## src/rtl/pipelined_int_datapath.sv

```systemverilog
// Three-stage Fetch / Decode-Read / Execute-Writeback integer datapath.
// ADD/AND in register and immediate forms, E->D forwarding, NZP condition codes.
module pipelined_int_datapath #(
  parameter int          REG_WIDTH = 16,
  parameter int          NUM_REGS  = 16,
  parameter int          PC_WIDTH  = 16,
  parameter int          IMEM_AW   = 6,
  parameter logic [4:0]  OP_ADD    = 5'd1,
  parameter logic [4:0]  OP_AND    = 5'd5,
  localparam int         RIW       = (NUM_REGS > 1) ? $clog2(NUM_REGS) : 1
) (
  input  logic                 clk,
  input  logic                 rst_n,
  input  logic                 lock,
  output logic [IMEM_AW-1:0]   imem_addr,
  input  logic [31:0]          imem_rdata,
  output logic                 wb_valid,
  output logic [RIW-1:0]       wb_reg,
  output logic [REG_WIDTH-1:0] wb_data,
  output logic [2:0]           cc,
  input  logic [RIW-1:0]       dbg_idx,
  output logic [REG_WIDTH-1:0] dbg_data
);

  logic [PC_WIDTH-1:0]  pc_r;
  logic [31:0]          ir_d_r;
  logic                 valid_d_r;
  logic                 valid_e_r;
  logic [4:0]           op_e_r;
  logic [RIW-1:0]       dst_e_r;
  logic [REG_WIDTH-1:0] src1_e_r;
  logic [REG_WIDTH-1:0] op2_e_r;
  logic [REG_WIDTH-1:0] regs_r [NUM_REGS];
  logic [2:0]           cc_r;

  logic [RIW-1:0]       src1_idx_s;
  logic [RIW-1:0]       src2_idx_s;
  logic [REG_WIDTH-1:0] imm_s;
  logic [REG_WIDTH-1:0] src1_s;
  logic [REG_WIDTH-1:0] src2_s;
  logic [REG_WIDTH-1:0] op2_s;
  logic [REG_WIDTH-1:0] result_s;
  logic                 is_alu_s;
  logic                 commit_s;
  logic                 unused_s;

  function automatic logic [2:0] nzp_of(input logic [REG_WIDTH-1:0] v);
    logic zero;
    zero = (v == {REG_WIDTH{1'b0}});
    return {v[REG_WIDTH-1], zero, !v[REG_WIDTH-1] && !zero};
  endfunction

  assign src1_idx_s = ir_d_r[16 +: RIW];
  assign src2_idx_s = ir_d_r[8 +: RIW];
  assign imm_s      = REG_WIDTH'(ir_d_r[15:0]);
  // A write is only real on an advancing, non-reset edge.
  assign commit_s   = is_alu_s && lock && rst_n;
  assign unused_s   = ^{pc_r, ir_d_r, valid_d_r};

  // Execute: ALU result and whether this instruction writes back.
  always_comb begin
    result_s = {REG_WIDTH{1'b0}};
    is_alu_s = 1'b0;
    case (op_e_r)
      OP_ADD: begin
        result_s = src1_e_r + op2_e_r;
        is_alu_s = valid_e_r;
      end
      OP_AND: begin
        result_s = src1_e_r & op2_e_r;
        is_alu_s = valid_e_r;
      end
      default: begin
        result_s = {REG_WIDTH{1'b0}};
        is_alu_s = 1'b0;
      end
    endcase
  end

  // Decode: register read with bypass from the instruction committing now.
  always_comb begin
    src1_s = {REG_WIDTH{1'b0}};
    src2_s = {REG_WIDTH{1'b0}};
    op2_s  = {REG_WIDTH{1'b0}};
    if (commit_s && (dst_e_r == src1_idx_s)) begin
      src1_s = result_s;
    end else begin
      src1_s = regs_r[src1_idx_s];
    end
    if (commit_s && (dst_e_r == src2_idx_s)) begin
      src2_s = result_s;
    end else begin
      src2_s = regs_r[src2_idx_s];
    end
    if (ir_d_r[24]) begin
      op2_s = imm_s;
    end else begin
      op2_s = src2_s;
    end
  end

  // Pipeline registers, register file and condition codes.
  always_ff @(posedge clk) begin
    if (!rst_n) begin
      pc_r      <= {PC_WIDTH{1'b0}};
      ir_d_r    <= 32'h0000_0000;
      valid_d_r <= 1'b0;
      valid_e_r <= 1'b0;
      op_e_r    <= 5'd0;
      dst_e_r   <= {RIW{1'b0}};
      src1_e_r  <= {REG_WIDTH{1'b0}};
      op2_e_r   <= {REG_WIDTH{1'b0}};
      cc_r      <= 3'b000;
      for (int i = 0; i < NUM_REGS; i++) begin
        regs_r[i] <= {REG_WIDTH{1'b0}};
      end
    end else if (lock) begin
      pc_r      <= pc_r + PC_WIDTH'(3'd4);
      ir_d_r    <= imem_rdata;
      valid_d_r <= 1'b1;
      valid_e_r <= valid_d_r;
      op_e_r    <= ir_d_r[31:27];
      dst_e_r   <= ir_d_r[20 +: RIW];
      src1_e_r  <= src1_s;
      op2_e_r   <= op2_s;
      if (is_alu_s) begin
        regs_r[dst_e_r] <= result_s;
        cc_r            <= nzp_of(result_s);
      end
    end
  end

  assign imem_addr = pc_r[IMEM_AW+1:2];
  assign wb_valid  = commit_s;
  assign wb_reg    = dst_e_r;
  assign wb_data   = result_s;
  assign cc        = cc_r;
  assign dbg_data  = regs_r[dbg_idx];

endmodule

```

## config.mk

```make
export PLATFORM = sky130hd
export DESIGN_NAME = pipelined_int_datapath
export DESIGN_NICKNAME = d
export VERILOG_FILES = /design/src/rtl/pipelined_int_datapath.sv
export SDC_FILE = /design/constraint.sdc
export NUM_CORES = 1
export LEC_CHECK = 0
export ABC_CLOCK_PERIOD_IN_PS = 3300
export CORE_AREA = 2 2 184 186
export CTS_BUF_LIST = sky130_fd_sc_hd__clkbuf_8
export CTS_CLUSTER_DIAMETER = 120
export CTS_CLUSTER_SIZE = 40
export DETAILED_ROUTE_END_ITERATION = 12
export DIE_AREA = 0 0 186 188
export DONT_BUFFER_PORTS = 1
export GPL_ROUTABILITY_DRIVEN = 0
export PLACE_DENSITY = 0.75
export REMOVE_ABC_BUFFERS = 1
export SLEW_MARGIN = 30
export SYNTH_ARGS = -nofsm -noshare
export SYNTH_HDL_FRONTEND = slang
export SYNTH_SLANG_ARGS = --single-unit
```

## constraint.sdc

```tcl
create_clock -name clk -period 3.3 [get_ports clk]
set_input_delay 0.66 -clock clk [delete_from_list [all_inputs] [get_ports clk]]
set_output_delay 0.66 -clock clk [all_outputs]
set_load 0.03 [all_outputs]
```

==> metrics.md <==
| Metric | Value |
|---|---|
| # hold bufs at CTS | `0` |
| Final wirelength | `roughly 57 mm` |
| Fraction of synthesized cell area in xor and xnor cells | `less than 1%` |
| DP HPWL | `37.2 mm` |
| Die area | `roughly 0.035 mm²` |
| Min-delay src | `lock` |
| Global route total overflow | `0` |
| Flip-flop and latch area | `0.00944 mm²` |
| Root buffer cell | `clkbuf_8` |
| CORE AREA | `0.0331 mm²` |
| FF-to-FF Start | `op2_e_r[0]` |
| CTS tree | `built` |
| Slowest-stage cell, CP | `o211ai_1` |
| Adder-Cell Fraction of Synth Area | `1.19%` |
| Layout fillers | `between 2000 and 2500` |
| Mux cell area share after synthesis | `roughly 31%` |
| Most frequent cells in the layout | `nor2_1 (338), edfxtp_1 (256), mux4_2 (240), buf_4 (100), dfxtp_1 (70)` |
| Max frequency | `around 0.28 GHz` |
| Starting density of the core | `between 50 and 60%` |
| Hold/Removal Path Class | `in -> reg` |
| Post-synth cell types | `64` |
| Req. time, crit path | `approximately 2.6 ns` |
| Registers with the most flip-flops | `regs_r x256, ir_d_r x30` |
| Worst path max stage delay | `between 0.4 and 0.5 ns` |
| CP Launch Type | `register` |
| Run status | `finished, violations left` |
| Largest register FFs | `between 200 and 300` |
| Least-Margin Pin Slew | `roughly 0.85 ns` |
| Port Buffer Count | `0` |
| Worst relative slew slack | `a little over two fifths` |
| Max Slew Vio Count | `0` |
| Cell count after synthesis | `around 1500` |
| Die Wd | `about 190 µm` |
| Setup WS pre-CTS | `approximately 0.18 ns` |
| Sequential share of the synthesized area | `between 40 and 50%` |
| Clk Latency, worst-skew pair | `around 0.62 ns` |
| Total GRT Usage | `33.1%` |
| Setup crit end kind | `output pin` |
| Post-synthesis compound-gate area fraction | `under 10%` |
| N_diodes | `0` |
| Antenna violations before repair | `1` |
| DRT antenna net count | `0` |
| Largest net degree at the start of global routing | `about 100` |
| Post-Syn Area | `~0.020 mm²` |
| Failing checks | `negative setup slack` |
| Post-route setup slack | `-0.222 ns` |
| Bufs and invs on worst path | `4` |
| Final Setup Violations | `8` |
| Wirelength per Cell | `29.6 µm` |
| Final Hold Viols | `0` |
| Via density | `a little over 7` |
| CTS Buffer Depth | `3` |
| YS warnings | `0` |
| Fin crit share | `107%` |
| Kind of critical path | `reg -> out` |
| Async S/R FF share, synth | `0%` |
| Max-cap violation count | `0` |
| Vias in the first global route | `13713` |
| Power Dens Cells | `approximately 380 mW/mm²` |
| DRC viols | `0` |
| CTS buffer count | `12` |
| Peak VDD IR | `around 0.29 mV` |
| CTS H-tree depth | `1` |
| CP arrival | `approximately 2.9 ns` |
| Ys flop type | `edfxtp_1` |
| Row count | `67` |
| Post-synth EDFFs | `256` |
| Footprint of the multi-input gates | `roughly 0.0098 mm²` |
| Clock transition at path regs | `0.25 ns` |
| Critical Path Fanout Max | `3` |
| Critical Path Start | `op2_e_r[0]` |
| Avg Synthesized Cell Area | `13.2 µm²` |
| P_leak | `7.05 nW` |
| Register name with the most flops | `regs_r` |
| Worst hold slack | `0.113 ns` |
| Nets | `approximately 1500` |
| Die Y | `188 µm` |
| Yosys reg bits | `approximately 340` |
| Simple-gate portion of the synthesized area | `between 10% and 20%` |
| Number of placed I/O pins | `85` |
| RSZ-0062 raised after global routing | `yes` |
| Main combinational cell family by area after synthesis | `multiplexers` |
| Period minus WS final | `between 3 and 4 ns` |
| Clock Skews | `0.0511 ns` |
| Tot Pwr | `8.05 mW` |
| # clock sinks | `roughly 340` |
| Crit-path leading delay family | `compound AO/OA/AOI/OAI gates` |
| Ratio of cells with drive above 1 in the final layout | `between 30% and 40%` |
| P&R area growth vs syn | `8.71%` |
| First-pass GRT wire length | `84.2 mm` |
| Vias | `about 14000` |
| Pre-antenna DRT Iters | `6` |
| Worst path cell trace | `ha_4, inv_4, fa_2, nor2b_4, o211ai_1, a21oi_2, buf_4, o211a_1, a211oi_2, inv_2, buf_6` |
| Starting DRT DRC Count | `1785` |
| Commonest non-fill, non-tap cell in the layout | `nor2_1` |
==> worst paths after layout <==
kind | endpoint | slack, ns | cells past startpoint
max | wb_data[12] | -0.22 | 11
min | src1_e_r[4] | 0.11 | 1
max reg2reg | cc[1] | 0.05 | 19
min reg2reg | op2_e_r[9] | 0.50 | 2
==> layer usage <==
layer  share of wire (%)  GRT usage, %  wire [µm]  vias to the layer above
met5                   0             0          0                        -
met4                 6.0          15.4       3420                        0
met3                  13          6.66       7180                      221
met2                  49          54.8      28000                     1089
met1                  32          42.2      18400                     6817
li1                    -             -          -                     5662
==> final cells by class <==
class / count / area share (%)
timing repair buffer: 122 / 5.15
clock inverter: 6 / 0.282
clock buffer: 13 / 0.841
sequential: 342 / 44.4
multi-input combinational: 973 / 46.1
tap: 448 / 2.64
inverter: 25 / 0.594
==> what timing repair did <==
action                     in CTS  in global routing
setup endpoints to repair      12                 14
pin swaps                      24                 25
buffers inserted               24                 11
resized for setup              56                 38
==> worst register-to-register path, stage by stage, from the launching register on <==
cell      delay [ns]
dfxtp_2         0.38
ha_4            0.17
inv_4           0.05
fa_2            0.22
nor2b_4         0.05
o211ai_1        0.45
a21oi_2         0.14
buf_4           0.18
o211a_1         0.21
a211oi_2        0.20
inv_2           0.09
buf_6           0.12
buf_4           0.12
buf_4           0.12
buf_6           0.10
buf_6           0.10
buf_6           0.10
buf_6           0.11
nor3_4          0.20
a32o_1          0.15
==> metrics by stage <==
step                      instances  setup TNS (ns)  utilization (%)  cell area [µm²]
after CTS                      1921          -0.811             63.6            21000
after floorplan                1340         -130.53                -            19000
final                          1929          -0.964             64.2            21300
after detailed placement       1878               0             61.6            20400
after global placement         1878               0             61.6            20400
after global routing           1929           -1.15             64.2            21300
==> where the power goes <==
part / leakage [nW] / internal (mW) / switching, mW / total [mW]
Sequential: 3.36 / 4.78 / 0.171 / 4.95
Combinational: 3.56 / 0.691 / 0.693 / 1.38
Clock: 0.130 / 0.458 / 1.26 / 1.72
==> cell families after synthesis <==
| family | count (synthesis) |
|---|---|
| simple gates | 508 |
| flops | 342 |
| mux | 303 |
| buf+inv | 163 |
| compound gates | 131 |
| fa+ha+maj | 18 |
| xor+xnor | 13 |
==> cell usage after synthesis (5+ instances only) <==
library cell / instances / area share [%]
nor3_1: 12 / 0.31
o211ai_1: 10 / 0.38
nand3_1: 16 / 0.41
ha_1: 17 / 1.1
a211oi_1: 14 / 0.54
mux2i_1: 59 / 3.0
edfxtp_1: 256 / 39
buf_1: 25 / 0.48
dfxtp_1: 86 / 8.8
o21ai_0: 24 / 0.61
buf_2: 30 / 0.77
inv_2: 8 / 0.15
and3_1: 8 / 0.26
nand3b_1: 12 / 0.46
nor2_1: 340 / 6.5
nand2_1: 67 / 1.3
nand4_1: 9 / 0.29
clkbuf_1: 82 / 1.6
nor2b_1: 11 / 0.35
o21ai_1: 7 / 0.18
xnor2_1: 9 / 0.40
o21a_1: 7 / 0.27
a31oi_1: 5 / 0.16
inv_1: 17 / 0.33
a21oi_1: 31 / 0.79
nand2b_1: 6 / 0.19
mux4_2: 240 / 28
Note: power is estimated with default switching activity, not from simulation.
